==> config.mk <==
export PLATFORM = sky130hd
export DESIGN_NAME = radix2_div
export DESIGN_NICKNAME = d
export VERILOG_FILES = /design/src/rtl/radix2_div.sv
export SDC_FILE = /design/constraint.sdc
export NUM_CORES = 1
export LEC_CHECK = 0
export CAP_MARGIN = 20
export CORE_MARGIN = 1
export CORE_UTILIZATION = 50
export CTS_BUF_LIST = sky130_fd_sc_hd__clkbuf_4 sky130_fd_sc_hd__clkbuf_8
export CTS_CLUSTER_DIAMETER = 150
export DETAILED_ROUTE_END_ITERATION = 10
export PLACE_DENSITY = 0.8
export SLEW_MARGIN = 20
export SYNTH_ARGS = -nofsm -noshare
export SYNTH_HDL_FRONTEND = slang
export SYNTH_SLANG_ARGS = --single-unit
==> constraint.sdc <==
create_clock -name clk -period 6.8 [get_ports clk]
set_input_delay 1.36 -clock clk [delete_from_list [all_inputs] [get_ports clk]]
set_output_delay 1.36 -clock clk [all_outputs]
set_load 0.02 [all_outputs]
==> src/rtl/radix2_div.sv <==
// ---------------------------------------------------------------------------
// radix2_div
//
// Sequential signed integer divider.  Companion to the radix-4 multiplier in
// the arithmetic library and uses the same nd/valid handshake.  The divide
// runs restoring division on the operand magnitudes, one quotient bit per
// clock, and re-applies the signs when the result is registered.
//
// Quotient truncates toward zero and the remainder takes the sign of the
// dividend, so a == q*b + r whenever b != 0.  Dividing by zero returns
// q = -1, r = a and raises div_by_zero alongside valid.
//
// Parameters:
//   WIDTH          operand/result width in bits, two's complement (4..64)
//
// Ports:
//   clk            rising-edge clock
//   reset_n        synchronous active-low reset
//   nd             new data strobe; a/b taken when nd=1 and busy=0
//   a              signed dividend
//   b              signed divisor
//   q              signed quotient, held until the next result
//   r              signed remainder, held until the next result
//   valid          one-cycle pulse marking q/r/div_by_zero as fresh
//   busy           high while an operation is in flight
//   div_by_zero    set with valid when the divisor was zero
//
// Build option:
//   RADIX2_DIV_EARLY_OUT_EN  when defined, operations with b == 0 or
//                            |a| < |b| bypass the iterative stage and report
//                            one edge after nd.  Otherwise every operation
//                            takes WIDTH+1 edges.
// ---------------------------------------------------------------------------
module radix2_div #(
    parameter int WIDTH = 32
) (
    input  logic             clk,
    input  logic             reset_n,
    input  logic             nd,
    input  logic [WIDTH-1:0] a,
    input  logic [WIDTH-1:0] b,
    output logic [WIDTH-1:0] q,
    output logic [WIDTH-1:0] r,
    output logic             valid,
    output logic             busy,
    output logic             div_by_zero
);

    // Counter just wide enough to hold WIDTH-1.
    localparam int CW = (WIDTH > 1) ? $clog2(WIDTH) : 1;

    typedef enum logic [1:0] {
        IDLE,
        CALC,
        DONE
    } state_t;

    state_t r_state;
    state_t w_nextState;

    // Iteration datapath.  r_quo starts out holding |a|; each step shifts
    // a dividend bit out of its top into the partial remainder and a
    // quotient bit into its bottom, so after WIDTH steps it holds |q|.
    logic [WIDTH-1:0] r_rem;
    logic [WIDTH-1:0] r_quo;
    logic [WIDTH-1:0] r_div;
    logic [CW-1:0]    r_cnt;
    logic             r_signQ;
    logic             r_signR;
    logic             r_zero;

    // Registered outputs.
    logic [WIDTH-1:0] r_q;
    logic [WIDTH-1:0] r_r;
    logic             r_valid;
    logic             r_dbz;

    logic [WIDTH-1:0] w_absA;
    logic [WIDTH-1:0] w_absB;
    logic             w_bZero;
    logic [WIDTH:0]   w_shift;
    logic [WIDTH:0]   w_diff;
    logic             w_fits;
    logic [WIDTH-1:0] w_qOut;
    logic [WIDTH-1:0] w_rOut;

    // Magnitudes as WIDTH-bit unsigned values.  The most negative operand
    // negates to itself, which read as unsigned is exactly its magnitude.
    assign w_absA  = a[WIDTH-1] ? -a : a;
    assign w_absB  = b[WIDTH-1] ? -b : b;
    assign w_bZero = (b == '0);

    // Trial subtraction one bit wider than the operands: the shifted
    // remainder can reach 2^WIDTH-1, so the extra bit is the borrow that
    // says whether the divisor fit.
    assign w_shift = {r_rem, r_quo[WIDTH-1]};
    assign w_diff  = w_shift - {1'b0, r_div};
    assign w_fits  = ~w_diff[WIDTH];

    // Final sign restoration.  A zero divisor forces the all-ones quotient;
    // the remainder path already reproduces a because the magnitude of a
    // is what is left over when nothing is ever subtracted.
    assign w_qOut = r_zero  ? '1 : (r_signQ ? -r_quo : r_quo);
    assign w_rOut = r_signR ? -r_rem : r_rem;

`ifdef RADIX2_DIV_EARLY_OUT_EN
    // Results that need no iteration: quotient 0 with remainder |a|, or the
    // fixed divide-by-zero answer.
    logic w_early;
    assign w_early = w_bZero | (w_absA < w_absB);
`endif

    // State register.
    always_ff @(posedge clk) begin
        if (!reset_n) begin
            r_state <= IDLE;
        end else begin
            r_state <= w_nextState;
        end
    end

    // Next-state logic.  nd is only looked at in IDLE, so a strobe that
    // arrives while busy is dropped without disturbing the divide.
    always_comb begin
        w_nextState = r_state;
        case (r_state)
            IDLE: begin
                if (nd) begin
`ifdef RADIX2_DIV_EARLY_OUT_EN
                    w_nextState = w_early ? DONE : CALC;
`else
                    w_nextState = CALC;
`endif
                end
            end
            CALC: begin
                if (r_cnt == '0) begin
                    w_nextState = DONE;
                end
            end
            DONE: begin
                w_nextState = IDLE;
            end
            default: begin
                w_nextState = IDLE;
            end
        endcase
    end

    // Operand capture, the shift/subtract iteration and result registering.
    // valid is a single-cycle pulse because DONE always hands straight back
    // to IDLE.
    always_ff @(posedge clk) begin
        if (!reset_n) begin
            r_rem   <= '0;
            r_quo   <= '0;
            r_div   <= '0;
            r_cnt   <= '0;
            r_signQ <= 1'b0;
            r_signR <= 1'b0;
            r_zero  <= 1'b0;
            r_q     <= '0;
            r_r     <= '0;
            r_valid <= 1'b0;
            r_dbz   <= 1'b0;
        end else begin
            r_valid <= 1'b0;
            case (r_state)
                IDLE: begin
                    if (nd) begin
                        r_div   <= w_absB;
                        r_quo   <= w_absA;
                        r_rem   <= '0;
                        r_cnt   <= CW'(WIDTH - 1);
                        r_signQ <= a[WIDTH-1] ^ b[WIDTH-1];
                        r_signR <= a[WIDTH-1];
                        r_zero  <= w_bZero;
`ifdef RADIX2_DIV_EARLY_OUT_EN
                        if (w_early) begin
                            r_quo <= '0;
                            r_rem <= w_absA;
                        end
`endif
                    end
                end
                CALC: begin
                    if (w_fits) begin
                        r_rem <= w_diff[WIDTH-1:0];
                    end else begin
                        r_rem <= w_shift[WIDTH-1:0];
                    end
                    r_quo <= {r_quo[WIDTH-2:0], w_fits};
                    r_cnt <= r_cnt - CW'(1);
                end
                DONE: begin
                    r_q     <= w_qOut;
                    r_r     <= w_rOut;
                    r_dbz   <= r_zero;
                    r_valid <= 1'b1;
                end
                default: begin
                    r_valid <= 1'b0;
                end
            endcase
        end
    end

    assign q           = r_q;
    assign r           = r_r;
    assign valid       = r_valid;
    assign div_by_zero = r_dbz;
    assign busy        = (r_state != IDLE);

endmodule

==> reports/summary.log, run 1 <==
[outcome] status completed
[detailed_routing] via/cell ratio 5.82
[place] worst setup slack before clock tree synthesis 2.26 ns
[clocking] Clock Root Buffer clkbuf_8
[clocking] TritonCTS clock tree done
[sta] Final Max Slew Viols 0
[die] I/O pin count 134
[synthesis] biggest area consumer among synthesized cells dfxtp_1
[sta] Max-slew headroom 0.263
[die] Floorplan Core Area 20600 sq um
[detailed_routing] total iterations of the first detailed-routing run 5
[final_layout] final antenna diode count 0
[final_layout] area of all sequential standard cells 3440 sq um
[synthesis] biggest area contributors in the synthesized netlist dfxtp_1 (32%), xor2_1 (7.7%), a211oi_1 (5.0%), nand2_1 (4.9%), a21oi_1 (4.8%)
[sta] Clock Skew 0.0107 ns
[pwr] LEAKAGE 4.56 nW
[clocking] number of instances resized during post-cts repair 0
[global_routing] vias in the first global route 8695
[die] Die W 148 um
[synthesis] synth warn 0
[final_layout] area growth from synthesis to layout 17.6%
[place] Port Buffer Count 133
[worst_setup_path] category of the worst setup path capture point flop
[worst_setup_path] Worst Path Required 7.15 ns
[final_layout] area taken by multi-input logic gates 6700 sq um
[sta] slew at the pin closest to its max-slew limit 1.10 ns
[global_routing] global-route congestion overflow total 0
[worst_setup_path] worst flop-to-flop path startpoint r_rem[0]$_SDFFE_PN0P_
[global_routing] initial antenna violation count 0
[synthesis] leading register cell type out of synthesis dfxtp_1
[sta] minimum clock period after layout 4.21 ns
[worst_setup_path] data arrival time of the critical path 4.56 ns
[global_routing] global-route wire length before repair 44000 um
[clocking] number of H-tree levels 4
[final_layout] fraction of final layout cells with drive strength greater than 1 0.0488
[worst_setup_path] Critical Path Sink r_rem[7]$_SDFFE_PN0P_
[synthesis] portion of synthesized cell area occupied by the leading cell type 0.324
[synthesis] most common cell in the netlist dfxtp_1
[clocking] sinks on the clock net 172
[clocking] Post-CTS Setup Repair Bufs 0
[pwr] power density over the cells 234 nW/um^2
[sta] fmax 0.237 GHz
[place] estimated wirelength of the detail-placed design 20100 um
[job] maxcap violations 0
[die] Placement Rows 52
[detailed_routing] wire per inst 15.9 um
[synthesis] synthesized area divided by synthesized cell count 7.93 sq um
[pwr] IR drop worst, VDD 0.000127 V
[synthesis] most frequent cells after synthesis dfxtp_1 (172), nand2_1 (140), nor2_1 (118)
[detailed_routing] DR vias 9923
[final_layout] count of fill cells added during filler insertion 1866
[detailed_routing] Antenna Violating Nets Remaining 0
[synthesis] number of register bits inferred by synthesis 172
[detailed_routing] DRT iter0 DRCs 684
[detailed_routing] final wirelength 27200 um
[synthesis] cell count after synthesis 1342
[clocking] clock input transition at the sequential cells of the worst setup and hold paths 0.10 ns
[worst_setup_path] worst-path cell with the longest stage delay xnor2_1
[final_layout] post-layout net count 1527
[worst_setup_path] register-to-register path setup slack 2.59 ns
[global_routing] maximum number of pins on one net before global-route repair 96
[clocking] clock network latency to the later pin of the worst-skew pair 0.46 ns
[synthesis] sequential element share of the synthesized area 0.324
[synthesis] post-synth net total 1448
[synthesis] share of flip-flops with an asynchronous set or reset 0
[worst_setup_path] peak fanout along the critical path 20
[worst_setup_path] delay contributed by the slowest stage of the critical path 0.95 ns
[min_path] worst hold path type reg -> reg
[global_routing] total global-route track usage 0.248
[pwr] Design Power 0.00293 W
[worst_setup_path] logic depth of the worst register-to-register path 11
[worst_setup_path] worst setup path class reg -> reg
[clocking] maximum buffer depth of the clock tree 2
[die] Die Span Y 148 um
[clocking] hold buffers post-CTS 0
[worst_setup_path] sequence of cells on the critical path inv_1, fa_1, nand2b_1, a21oi_1, o211ai_1, a211oi_1, o21ai_0, a21o_1, xnor2_1, nand2_1, a311oi_1
[sta] share of the clock period used by the worst path after layout 0.619
[synthesis] number of synthesized flops with an enable pin 0
[worst_setup_path] critical path launch point r_rem[0]$_SDFFE_PN0P_
[place] GP Congestion 0.909
[sta] Final Hold Slack 0.468 ns
[sta] setup ws final 2.59 ns
[die] area of the die 21900 sq um
[detailed_routing] DRC viols 0
[clocking] number of buffers created by CTS 17
[die] initial core utilization 0.517
[synthesis] netlist area before placement 10600 sq um
[sta] Setup-failing EPs final 0
[sta] setup_tns 0 ns
[sta] RSZ-0062 raised after global routing false
[worst_setup_path] Critical Path Source Type flop
[synthesis] number of distinct library cell variants in the gate-level netlist after synthesis 65
[sta] Hold Vio Cnt, Final 0
[worst_setup_path] critical register-to-register path endpoint r_rem[7]$_SDFFE_PN0P_
-- sequential cells by signal (all words and copies together), names as in the netlist --
signal,flops
div_by_zero,1
q,32
r,32
r_cnt,5
r_div,32
r_quo,32
r_rem,32
r_signQ,1
r_signR,1
r_state,2
r_zero,1
valid,1
-- report_power, final --
part,switching [W],internal [W],total [W],leakage (nW)
logic,0.000573,0.000409,0.000982,2.94
clock network,0.000394,0.000376,0.000770,0.215
registers,0.000102,0.00108,0.00118,1.40
-- metrics by stage --
stage / cell area [sq um] / utilization / instances
CTS: 12500 / 0.609 / 1704
floorplan: 10600 / - / 1342
global placement: 12100 / 0.588 / 1672
finish: 12500 / 0.608 / 1704
global route: 12500 / 0.608 / 1704
detailed placement: 12100 / 0.588 / 1672
-- critical path: cells and delay by family (launching register included) --
kind	cells	cell delay [ns]
DFF	1	0.45
AOI/OAI and AO/OA	6	1.78
xor gates and xnor gates	1	0.95
adders and majority gates	1	0.47
buffers and inverters	1	0.15
and+or+nand+nor	2	0.29
-- cell usage in the layout, fill, tap and decap left out, types with 8 or more instances in the layout --
| cell type | instances |
|---|---|
| ha_1 | 38 |
| xnor2_1 | 51 |
| a211oi_1 | 71 |
| o21ai_0 | 94 |
| a21oi_1 | 102 |
| nor2b_1 | 10 |
| clkdlybuf4s50_1 | 131 |
| and3_1 | 8 |
| nand2_1 | 140 |
| a221oi_1 | 10 |
| a21o_1 | 8 |
| mux2i_1 | 21 |
| o31ai_1 | 38 |
| xor2_1 | 94 |
| or4_1 | 11 |
| nand2b_1 | 11 |
| dfxtp_1 | 172 |
| nand4_1 | 10 |
| clkbuf_8 | 17 |
| nor3_1 | 28 |
| a22oi_1 | 25 |
| nor4_1 | 8 |
| nor2_1 | 117 |
| or3_1 | 12 |
| o41ai_1 | 15 |
| buf_4 | 10 |
| inv_1 | 53 |
| nand3_1 | 22 |
-- cell type report --
type / instances / share of cell area
clock buffer: 18 / 0.0193
inverter: 54 / 0.0163
sequential: 172 / 0.275
clock inverter: 14 / 0.0146
tap: 270 / 0.0270
multi-input combinational: 1033 / 0.536
timing repair buffer: 143 / 0.112
-- worst min-delay path by stage --
| stage | slack, ns | cells after the start | start | end |
|---|---|---|---|---|
| global route | 0.52 | 2 | r[0]$_SDFFE_PN0P_ | r[0]$_SDFFE_PN0P_ |
| CTS | 0.47 | 2 | div_by_zero$_SDFFE_PN0P_ | div_by_zero$_SDFFE_PN0P_ |
| global placement | 0.44 | 2 | r_div[15]$_SDFFE_PN0P_ | r_div[15]$_SDFFE_PN0P_ |
| detailed placement | 0.46 | 2 | div_by_zero$_SDFFE_PN0P_ | div_by_zero$_SDFFE_PN0P_ |
| floorplan | 0.43 | 2 | r_div[15]$_SDFFE_PN0P_ | r_div[15]$_SDFFE_PN0P_ |
| finish | 0.47 | 2 | div_by_zero$_SDFFE_PN0P_ | div_by_zero$_SDFFE_PN0P_ |
-- cells by family after synthesis --
logic type,after synthesis,share of synthesized area
AO/OA/AOI/OAI,414,0.255
XOR/XNOR,146,0.121
adder cells (fa/ha/maj),39,0.0466
buffers and inverters,137,0.0487
flip-flops,172,0.324
multiplexers,23,0.0219
AND/OR/NAND/NOR,411,0.183
-- routing by layer --
metal	GRT usage	wire (um)
met5	0	0
met2	0.365	11500
met3	0.0466	2000
met1	0.369	13400
met4	0.0588	296
(Power assumes the default switching activity.)
==> run 2: changes to the inputs <==
Settings changed: PLACE_DENSITY 0.8 to 0.83.
Clock period 6.8 ns to 3.74 ns, I/O delays scaled along.
==> reports/summary.log, run 2 (synthesized netlist as in run 1, its figures left out) <==
[die] Placement Rows 52 [unchanged]
[global_routing] global-route wire length before repair 45100 um [+2.6%]
[outcome] status completed
[die] Floorplan Core Area 20600 sq um [unchanged]
[min_path] worst hold path type reg -> reg
[pwr] LEAKAGE 4.68 nW [+2.6%]
[job] maxcap violations 0 [unchanged]
[global_routing] total global-route track usage 0.254 [+0.00672]
[clocking] TritonCTS clock tree done
[sta] share of the clock period used by the worst path after layout 0.919 [+0.299]
[global_routing] initial antenna violation count 0 [unchanged]
[detailed_routing] DRC viols 0 [unchanged]
[die] area of the die 21900 sq um [unchanged]
[clocking] number of buffers created by CTS 17 [unchanged]
[detailed_routing] final wirelength 27600 um [+1.6%]
[sta] minimum clock period after layout 3.44 ns [-0.775 ns]
[sta] Clock Skew 0.0123 ns [+0.00154 ns]
[global_routing] global-route congestion overflow total 0 [unchanged]
[die] Die W 148 um [unchanged]
[detailed_routing] Antenna Violating Nets Remaining 0 [unchanged]
[pwr] IR drop worst, VDD 0.000276 V [+120%]
[final_layout] most frequent cells in the layout dfxtp_1 (171), nand2_1 (140), clkdlybuf4s50_1 (133), nor2_1 (117), a21oi_1 (102)
[clocking] maximum buffer depth of the clock tree 2 [unchanged]
[pwr] Sequential Power Share 0.404 [+0.002]
[pwr] power density over the cells 414 nW/um^2 [+76%]
[die] Die Span Y 148 um [unchanged]
[final_layout] most common cell after layout, fill and taps aside dfxtp_1
[detailed_routing] via/cell ratio 5.84 [+0.33%]
[worst_setup_path] Critical Path Source Type flop
[detailed_routing] DRT iter0 DRCs 848 [+24%]
[clocking] clock input transition at the sequential cells of the worst setup and hold paths 0.10 ns [about the same]
[worst_setup_path] register-to-register path setup slack 0.30 ns [-2.28 ns]
[place] Port Buffer Count 133 [unchanged]
[detailed_routing] DR vias 10100 [+2.0%]
[clocking] sinks on the clock net 172 [unchanged]
[place] estimated wirelength of the detail-placed design 20700 um [+3.4%]
[place] GP Congestion 0.893 [-1.7%]
[pwr] power spent charging and discharging nets 0.00199 W [+86%]
[clocking] clock network latency to the later pin of the worst-skew pair 0.48 ns [+0.02 ns]
[sta] Hold Vio Cnt, Final 0 [unchanged]
[sta] slew at the pin closest to its max-slew limit 0.974 ns [-0.123 ns]
[worst_setup_path] sequence of cells on the critical path inv_1, ha_1, fa_1, nand2b_1, a21oi_1, o211ai_1, a211oi_1, o21ai_0, a21o_2, xnor2_2, buf_4, nand3_1, a311oi_1
[worst_setup_path] worst setup path class reg -> reg
[worst_setup_path] Worst Path Required 4.13 ns [-3.02 ns]
[pwr] cell-internal power 0.00326 W [+75%]
[pwr] fraction of power spent switching nets 0.379 [+0.0142]
[sta] fmax 0.291 GHz [+23%]
[worst_setup_path] Critical path buffers and inverters 2 [+1]
[final_layout] final antenna diode count 0 [unchanged]
[global_routing] vias in the first global route 9094 [+4.6%]
[sta] Max-slew headroom 0.349 [+0.0851]
[clocking] Post-CTS Setup Repair Bufs 0 [unchanged]
[final_layout] area growth from synthesis to layout 19.3%
[place] total placed cells including tap cells 1700 [+1.7%]
[clocking] number of H-tree levels 4 [unchanged]
[die] I/O pin count 134 [unchanged]
[worst_setup_path] kind of cell adding the most delay to the critical path compound AO/OA/AOI/OAI gates
[die] initial core utilization 0.517 [unchanged]
[final_layout] post-layout net count 1555 [+1.8%]
[worst_setup_path] peak fanout along the critical path 16 [-20%]
[worst_setup_path] worst-path cell with the longest stage delay fa_1
[final_layout] Cell Count, Final, Fillers Out 1732 [+1.6%]
[place] Placed Instance Area 12300 sq um [+1.8%]
[sta] Final Max Slew Viols 0 [unchanged]
[global_routing] maximum number of pins on one net before global-route repair 120 [+25%]
[worst_setup_path] data arrival time of the critical path 3.83 ns [-0.73 ns]
[worst_setup_path] delay contributed by the slowest stage of the critical path 0.42 ns [-0.53 ns]
[pwr] portion of total power attributed to the clock network 0.243 [-0.020]
[final_layout] fraction of final layout cells with drive strength greater than 1 0.0663 [+0.0175]
[sta] RSZ-0062 raised after global routing false
[detailed_routing] wire per inst 15.9 um [about the same]
[pwr] Gate power share 0.353 [+0.018]
[detailed_routing] total iterations of the first detailed-routing run 5 [unchanged]
[clocking] Clock Root Buffer clkbuf_8
[sta] Setup-failing EPs final 0 [unchanged]
[final_layout] final non-filler cell area 12700 sq um [+1.5%]
[worst_setup_path] category of the worst setup path capture point flop
run 2: repair_timing:
item                                    4_1_cts  5_1_grt
gates resized for setup                       0        1
endpoints found under the hold margin         0        0
hold buffers                                  0        0
endpoints found under the setup margin        0        6
run 2: metrics by stage:
stage / hold slack [ns] / TNS (ns) / setup slack [ns] / utilization / power, W
after global routing: 0.481 / 0 / 0.0559 / 0.617 / 0.00556
after floorplan: 0.432 / 0 / 0.631 / - / 0.00345
final: 0.454 / 0 / 0.303 / 0.617 / 0.00525
after CTS: 0.459 / 0 / 0.279 / 0.617 / 0.00523
after global placement: 0.442 / 0 / 0.0828 / 0.599 / 0.00393
after detailed placement: 0.447 / -0.00664 / -0.00664 / 0.599 / 0.00398
run 2: power by group through the flow:
stage          registers, W  clock network (W)  logic (W)
2_1_floorplan       0.00213                  0    0.00132
3_3_place_gp        0.00215                  0    0.00178
3_5_place_dp        0.00216                  0    0.00182
4_1_cts             0.00212            0.00128    0.00183
5_1_grt             0.00214            0.00136    0.00205
6_report            0.00212            0.00127    0.00185
run 2: per-layer routing:
metal	vias up	wire, um	GRT usage
li1	5061	-	-
met1	4678	13200	0.379
met2	347	11800	0.377
met3	33	2240	0.0432
met4	0	353	0.0624
met5	-	0	0
run 2: worst min-delay path, stage by stage, from the launching register on:
cell     delay, ns
dfxtp_1       0.32
nand2_1       0.05
a21oi_1       0.05
run 2: area by class of cell:
cell class              count  area, sq um
clock buffers              19          255
clock inverters            13          124
fillers                  1782         7870
inverters                  54          204
multi-input cells        1033         6700
flip-flops and latches    172         3440
well taps                 270          338
repair buffers            171         1630
run 2: final timing paths:
check	cells after the start	to	start
max	13	r_rem[10]$_SDFFE_PN0P_	r_quo[31]$_SDFFE_PN0P_
min	2	r_div[15]$_SDFFE_PN0P_	r_div[15]$_SDFFE_PN0P_
max reg2reg	13	r_rem[10]$_SDFFE_PN0P_	r_quo[31]$_SDFFE_PN0P_
min reg2reg	2	r_div[15]$_SDFFE_PN0P_	r_div[15]$_SDFFE_PN0P_
